`src/rtl/puf_pkg.sv`:
```
// Shared definitions for the RO-PUF challenge/response path.
// Contents: default challenge/response widths (shared with the PUF top),
// the sweep FSM state type, and the majority-vote threshold helper.
package puf_pkg;

  localparam int unsigned PUF_CHAL_W = 5;
  localparam int unsigned PUF_RESP_W = 8;

  typedef enum logic [1:0] {
    ST_IDLE   = 2'd0,
    ST_SETTLE = 2'd1,
    ST_SAMPLE = 2'd2,
    ST_EMIT   = 2'd3
  } sweep_state_t;

  // A bit votes 1 when its ones count strictly exceeds this value.
  function automatic int unsigned majority_threshold(input int unsigned repeats);
    return repeats / 2;
  endfunction

endpackage

```
`src/rtl/puf_majority_vote.sv`:
```
// Per-bit majority voter over repeated PUF response samples.
// Ports:
//   clk, rst_n  - clock, async active-low reset
//   clear_i     - zero all ones-counters
//   accum_i     - add sample_i into the ones-counters this cycle
//   sample_i    - raw response sample
//   result_o    - combinational vote that already includes the current
//                 sample_i, so the final sample can be voted on its own edge
module puf_majority_vote
  import puf_pkg::*;
#(
  parameter int unsigned RESP_W  = PUF_RESP_W,
  parameter int unsigned REPEATS = 3
) (
  input  logic              clk,
  input  logic              rst_n,
  input  logic              clear_i,
  input  logic              accum_i,
  input  logic [RESP_W-1:0] sample_i,
  output logic [RESP_W-1:0] result_o
);

  localparam int unsigned CNT_W  = $clog2(REPEATS + 1);
  localparam int unsigned SUM_W  = CNT_W + 1;
  localparam int unsigned THRESH = majority_threshold(REPEATS);

  for (genvar i = 0; i < int'(RESP_W); i++) begin : g_lane
    logic [CNT_W-1:0] cnt_q;
    logic [CNT_W-1:0] cnt_d;

    // Ones counter for lane i.
    always_comb begin
      cnt_d = cnt_q;
      if (clear_i) begin
        cnt_d = '0;
      end else if (accum_i) begin
        cnt_d = cnt_q + CNT_W'(sample_i[i]);
      end
    end

    always_ff @(posedge clk or negedge rst_n) begin
      if (!rst_n) begin
        cnt_q <= '0;
      end else begin
        cnt_q <= cnt_d;
      end
    end

    assign result_o[i] = (SUM_W'(cnt_q) + SUM_W'(sample_i[i])) > SUM_W'(THRESH);
  end

endmodule

```
`src/rtl/puf_sweep_controller.sv`:
```
// RO-PUF sweep initiator: walks an inclusive (possibly wrapping) challenge
// range, settles the PUF on each challenge, majority-votes REPEATS samples
// and streams one response word per challenge over valid/ready.
// Ports:
//   clk, rst_n              - clock, async active-low reset
//   start, abort            - sweep request (idle only) / synchronous abort
//   first_chal, last_chal   - sweep range, latched on accepted start
//   challenge, puf_en       - drive to PUF core
//   puf_resp                - raw PUF response
//   resp_valid/ready/data/chal - voted response stream
//   busy                    - combinational, high when not idle
//   done                    - one-cycle pulse after the final handshake
module puf_sweep_controller
  import puf_pkg::*;
#(
  parameter int unsigned CHAL_W        = PUF_CHAL_W,
  parameter int unsigned RESP_W        = PUF_RESP_W,
  parameter int unsigned SETTLE_CYCLES = 16,
  parameter int unsigned REPEATS       = 3
) (
  input  logic              clk,
  input  logic              rst_n,
  input  logic              start,
  input  logic              abort,
  input  logic [CHAL_W-1:0] first_chal,
  input  logic [CHAL_W-1:0] last_chal,
  output logic [CHAL_W-1:0] challenge,
  output logic              puf_en,
  input  logic [RESP_W-1:0] puf_resp,
  output logic              resp_valid,
  input  logic              resp_ready,
  output logic [RESP_W-1:0] resp_data,
  output logic [CHAL_W-1:0] resp_chal,
  output logic              busy,
  output logic              done
);

  localparam int unsigned SET_W = $clog2(SETTLE_CYCLES + 1);
  localparam int unsigned SMP_W = $clog2(REPEATS + 1);

  sweep_state_t      state_q, state_d;
  logic [CHAL_W-1:0] cur_q, cur_d;
  logic [CHAL_W-1:0] last_q, last_d;
  logic [SET_W-1:0]  set_cnt_q, set_cnt_d;
  logic [SMP_W-1:0]  smp_cnt_q, smp_cnt_d;
  logic [CHAL_W-1:0] challenge_q, challenge_d;
  logic              puf_en_q, puf_en_d;
  logic              resp_valid_q, resp_valid_d;
  logic [RESP_W-1:0] resp_data_q, resp_data_d;
  logic [CHAL_W-1:0] resp_chal_q, resp_chal_d;
  logic              done_q, done_d;
  logic              mv_clear, mv_accum;
  logic [RESP_W-1:0] mv_result;

  puf_majority_vote #(
    .RESP_W  (RESP_W),
    .REPEATS (REPEATS)
  ) u_vote (
    .clk      (clk),
    .rst_n    (rst_n),
    .clear_i  (mv_clear),
    .accum_i  (mv_accum),
    .sample_i (puf_resp),
    .result_o (mv_result)
  );

  // Next-state and registered-output logic.
  always_comb begin
    state_d     = state_q;
    cur_d       = cur_q;
    last_d      = last_q;
    set_cnt_d   = set_cnt_q;
    smp_cnt_d   = smp_cnt_q;
    resp_data_d = resp_data_q;
    resp_chal_d = resp_chal_q;
    done_d      = 1'b0;
    mv_clear    = 1'b0;
    mv_accum    = 1'b0;

    case (state_q)
      ST_IDLE: begin
        if (start && !abort) begin
          last_d    = last_chal;
          cur_d     = first_chal;
          set_cnt_d = '0;
          mv_clear  = 1'b1;
          state_d   = ST_SETTLE;
        end
      end
      ST_SETTLE: begin
        if (abort) begin
          state_d = ST_IDLE;
        end else if (set_cnt_q == SET_W'(SETTLE_CYCLES - 1)) begin
          smp_cnt_d = '0;
          state_d   = ST_SAMPLE;
        end else begin
          set_cnt_d = set_cnt_q + SET_W'(1);
        end
      end
      ST_SAMPLE: begin
        if (abort) begin
          state_d = ST_IDLE;
        end else begin
          mv_accum = 1'b1;
          if (smp_cnt_q == SMP_W'(REPEATS - 1)) begin
            resp_data_d = mv_result;
            resp_chal_d = cur_q;
            state_d     = ST_EMIT;
          end else begin
            smp_cnt_d = smp_cnt_q + SMP_W'(1);
          end
        end
      end
      ST_EMIT: begin
        // An abort alongside a handshake still lets the word go out; it only
        // suppresses done and the advance.
        if (abort) begin
          state_d = ST_IDLE;
        end else if (resp_ready) begin
          if (cur_q == last_q) begin
            done_d  = 1'b1;
            state_d = ST_IDLE;
          end else begin
            cur_d     = cur_q + CHAL_W'(1);
            set_cnt_d = '0;
            mv_clear  = 1'b1;
            state_d   = ST_SETTLE;
          end
        end
      end
      default: state_d = ST_IDLE;
    endcase

    puf_en_d     = (state_d == ST_SETTLE) || (state_d == ST_SAMPLE);
    resp_valid_d = (state_d == ST_EMIT);
    // challenge holds its last value outside SETTLE.
    challenge_d  = (state_d == ST_SETTLE) ? cur_d : challenge_q;
  end

  always_ff @(posedge clk or negedge rst_n) begin
    if (!rst_n) begin
      state_q      <= ST_IDLE;
      cur_q        <= '0;
      last_q       <= '0;
      set_cnt_q    <= '0;
      smp_cnt_q    <= '0;
      challenge_q  <= '0;
      puf_en_q     <= 1'b0;
      resp_valid_q <= 1'b0;
      resp_data_q  <= '0;
      resp_chal_q  <= '0;
      done_q       <= 1'b0;
    end else begin
      state_q      <= state_d;
      cur_q        <= cur_d;
      last_q       <= last_d;
      set_cnt_q    <= set_cnt_d;
      smp_cnt_q    <= smp_cnt_d;
      challenge_q  <= challenge_d;
      puf_en_q     <= puf_en_d;
      resp_valid_q <= resp_valid_d;
      resp_data_q  <= resp_data_d;
      resp_chal_q  <= resp_chal_d;
      done_q       <= done_d;
    end
  end

  assign challenge  = challenge_q;
  assign puf_en     = puf_en_q;
  assign resp_valid = resp_valid_q;
  assign resp_data  = resp_data_q;
  assign resp_chal  = resp_chal_q;
  assign done       = done_q;
  assign busy       = (state_q != ST_IDLE);

endmodule

```
`config.mk`:
```
export PLATFORM = sky130hd
export DESIGN_NAME = puf_sweep_controller
export DESIGN_NICKNAME = d
export VERILOG_FILES = /design/src/rtl/puf_pkg.sv /design/src/rtl/puf_majority_vote.sv /design/src/rtl/puf_sweep_controller.sv
export SDC_FILE = /design/constraint.sdc
export NUM_CORES = 1
export LEC_CHECK = 0
export ABC_AREA = 1
export BUFFER_PORTS_ARGS = -buffer_cell sky130_fd_sc_hd__buf_2
export CAP_MARGIN = 20
export CORE_MARGIN = 2
export CORE_UTILIZATION = 39
export DETAILED_ROUTE_END_ITERATION = 12
export SLEW_MARGIN = 20
export SYNTH_ARGS = -nofsm -noshare
export SYNTH_HDL_FRONTEND = slang
export SYNTH_HIERARCHICAL = 1
export SYNTH_SLANG_ARGS = --single-unit
```
`constraint.sdc`:
```
create_clock -name clk -period 2.5 [get_ports clk]
set_input_delay 0.125 -clock clk [delete_from_list [all_inputs] [get_ports clk]]
set_output_delay 0.125 -clock clk [all_outputs]
set_load 0.03 [all_outputs]
```
==> results_dict.tcl <==
set metrics [dict create \
    fin_ws_ns 0.2215 \
    worst_path_largest_cell_delay_ns 0.42 \
    vias_per_cell 4.836 \
    critPathKind "flip-flop to flip-flop" \
    ys_seq_elements 56 \
    yosysTopAreaCellShare_pct 40.64 \
    cts_htree_levels 2 \
    crit_path_cell_trace "ha_1, nand2_1, nor2_1, ha_1, inv_1, nand2_1, a221oi_1, nor2_1, a22oi_2, ha_2, inv_1, nand2_1, nand2_1" \
    clock_latency_ns 0.31 \
    cts_tree "yes" \
    grt_antenna_before_repair 0 \
    cp_common_cell "nand2_1" \
    setup_viol 0 \
    yosysSeqAreaShare_pct 40.64 \
    vias 2742 \
    wl_per_cell_um 12.43 \
    clock_skew_ns 0.009118 \
    synth_edf_count 0 \
    area_growth_pct 14.70 \
    root_buffer "clkbuf_8" \
    min_period_ns 2.278 \
    cts-buffers-inserted 5 \
    peakVddDrop_uv 516.1 \
    dp_slack_ns 0.1900 \
    ioPinCount 45 \
    die_area_um2 9610 \
    crit_fanout 5 \
    die_h_um 98.03 \
    top_layer_used "met4" \
    fmax_mhz 438.9 \
    syn_inst 405 \
    ys_top_cells_by_area "dfrtp_1, ha_1, nand2_1" \
    final_layout_size_suffix_gt1_share_pct 20.92 \
    gp_congestion 0.8525 \
    core_area_um2 8636 \
    num_rows 34 \
    synth_warnings 6 \
    whs_ns 0.01036 \
    maxSlewHeadroom_pct 58.46 \
    hpwl_mm 5.400 \
    status "completed" \
    syn_area_um2 3448 \
    grt_overflow 0 \
    io_buffers 44 \
    firstDrtPassIters 4 \
    wl_met1_mm 3.296 \
    final_common_cell "nand2_1" \
    yosysUniqueCellTypes 35 \
    drtIter0Drc 117 \
    postSynthNetCount 471 \
    wl_met2_mm 3.395 \
    cp.required_ns 2.71 \
    maxCapViolations 0 \
    insertedDiodeCount 0 \
    remaining_drc_errors 0 \
    synth.avg_cell_area_um2 8.514 \
    grt_pass1_vias 2689 \
    synthArstFlopShare_pct 100.0 \
    cts.sinks 56 \
    endpoint_kind "flip-flop" \
    final_antenna_net_count 0 \
    synth_flop_cell "dfrtp_1" \
    slowest_stage "dfrtp_1" \
    cp-start-kind "flip-flop" \
    arrival_ns 2.49 \
    p_per_area_nw_per_um2 850.2 \
    final.period_utilization_pct 91.14 \
    p_leak_nw 2.155 \
    track_usage_pct 15.57 \
    grt_max_degree 27 \
    yosys.area.top_type "dfrtp_1" \
    start_util_pct 39.93 \
    hp-class "input pin to flip-flop" \
    drv_slew 0 \
    cts_buffer_depth 2 \
    layout_common_cells "nand2_1, inv_1, dfrtp_1, buf_2, ha_1" \
    clk_pin_slew_ns 0.11 \
    final.setup.tns_ns 0 \
    nets 524 \
    tightest_slew_ns 0.6231 \
    hold_viol 0 \
    die_w_um 98.03 \
    wl_met3_um 324 \
    grt_pass1_wl_mm 12.42 \
    drt_wl_total_mm 7.047 \
]
[flip-flops by register name, summed over array words and instances, names as in the netlist]
name and count:
challenge 5, cur_q 5, done 1, last_q 5
puf_en 1, resp_chal 5, resp_data 8, resp_valid 1
set_cnt_q 5, smp_cnt_q 2, state_q 2, u_vote/g_lane.cnt_q 16
[cell families after synthesis]
group	share of synthesized area, %
AO/OA/AOI/OAI	8.599
XOR/XNOR	0.5081
multiplexers	2.613
flip-flops	40.64
adder cells (fa/ha/maj)	15.60
AND/OR/NAND/NOR	23.11
buffers and inverters	8.926
[routing by layer]
metal	up-vias	GRT usage, %
met3	2	3.579
met4	0	3.739
met5	-	0
met2	52	26.13
li1	1398	-
met1	1290	20.47
[Yosys cell counts, types with 4 or more instances]
library cell and n:
a21oi_1 6, a221oi_1 6, dfrtp_1 56, ha_1 43, inv_1 61, inv_2 4
mux2_2 8, nand2_1 112, nand2_2 8, nand3_1 31, nand3_2 4, nor2_1 8
nor2_2 5, o21ai_0 17
[critical path, delay by kind of cell (launching register included)]
kind | cells | cell delay, ns
buf+inv | 2 | 0.19
simple gates | 6 | 0.41
flops | 1 | 0.42
compound gates | 2 | 0.49
fa+ha+maj | 3 | 0.66
[cell type report]
cell class,count,area (µm²)
Fill cell,855,4681
Sequential cell,56,1401
Tap cell,108,135.1
Clock inverter,3,47.55
Timing Repair Buffer,55,307.8
Clock buffer,5,68.82
Inverter,66,247.7
Multi-Input combinational cell,274,1747
[path summary, 6_finish.rpt]
path                       depth (start not counted)                      start                         to  slack (ns)
hold / removal                                     3               last_chal[2]                  last_q[2]        0.01
setup reg to reg                                  13               set_cnt_q[0]               challenge[0]        0.22
min in group asynchronous                          2                      rst_n                   cur_q[1]        0.37
setup / recovery                                  13               set_cnt_q[0]               challenge[0]        0.22
max in group asynchronous                          3                      rst_n  u_vote/g_lane[7].cnt_q[1]        1.47
hold reg to reg                                    2  u_vote/g_lane[3].cnt_q[0]  u_vote/g_lane[3].cnt_q[0]        0.48
[through the flow]
stage	instance area (µm²)	std cells	util [%]	power (mW)
floorplan	3448	405	-	2.358
global placement	3796	555	43.96	2.694
detailed placement	3796	555	43.96	2.729
CTS	3933	565	45.54	3.365
global route	3955	567	45.80	3.678
finish	3955	567	45.80	3.363
[report_power, final]
group          switching [mW]  internal (mW)  total [mW]  leakage [nW]
logic                   0.909          0.547        1.46          1.35
clock network           0.316          0.303       0.619        0.0583
registers               0.177           1.11        1.29         0.746
[what timing repair did]
action / in CTS / in global routing
hold endpoints to repair: 25 / 0
gates resized for setup: 0 / 2
hold buffers: 2 / 0
setup endpoints to repair: 0 / 5
buffers inserted: 0 / 2
No activity file was read; power rests on OpenSTA's default activity.
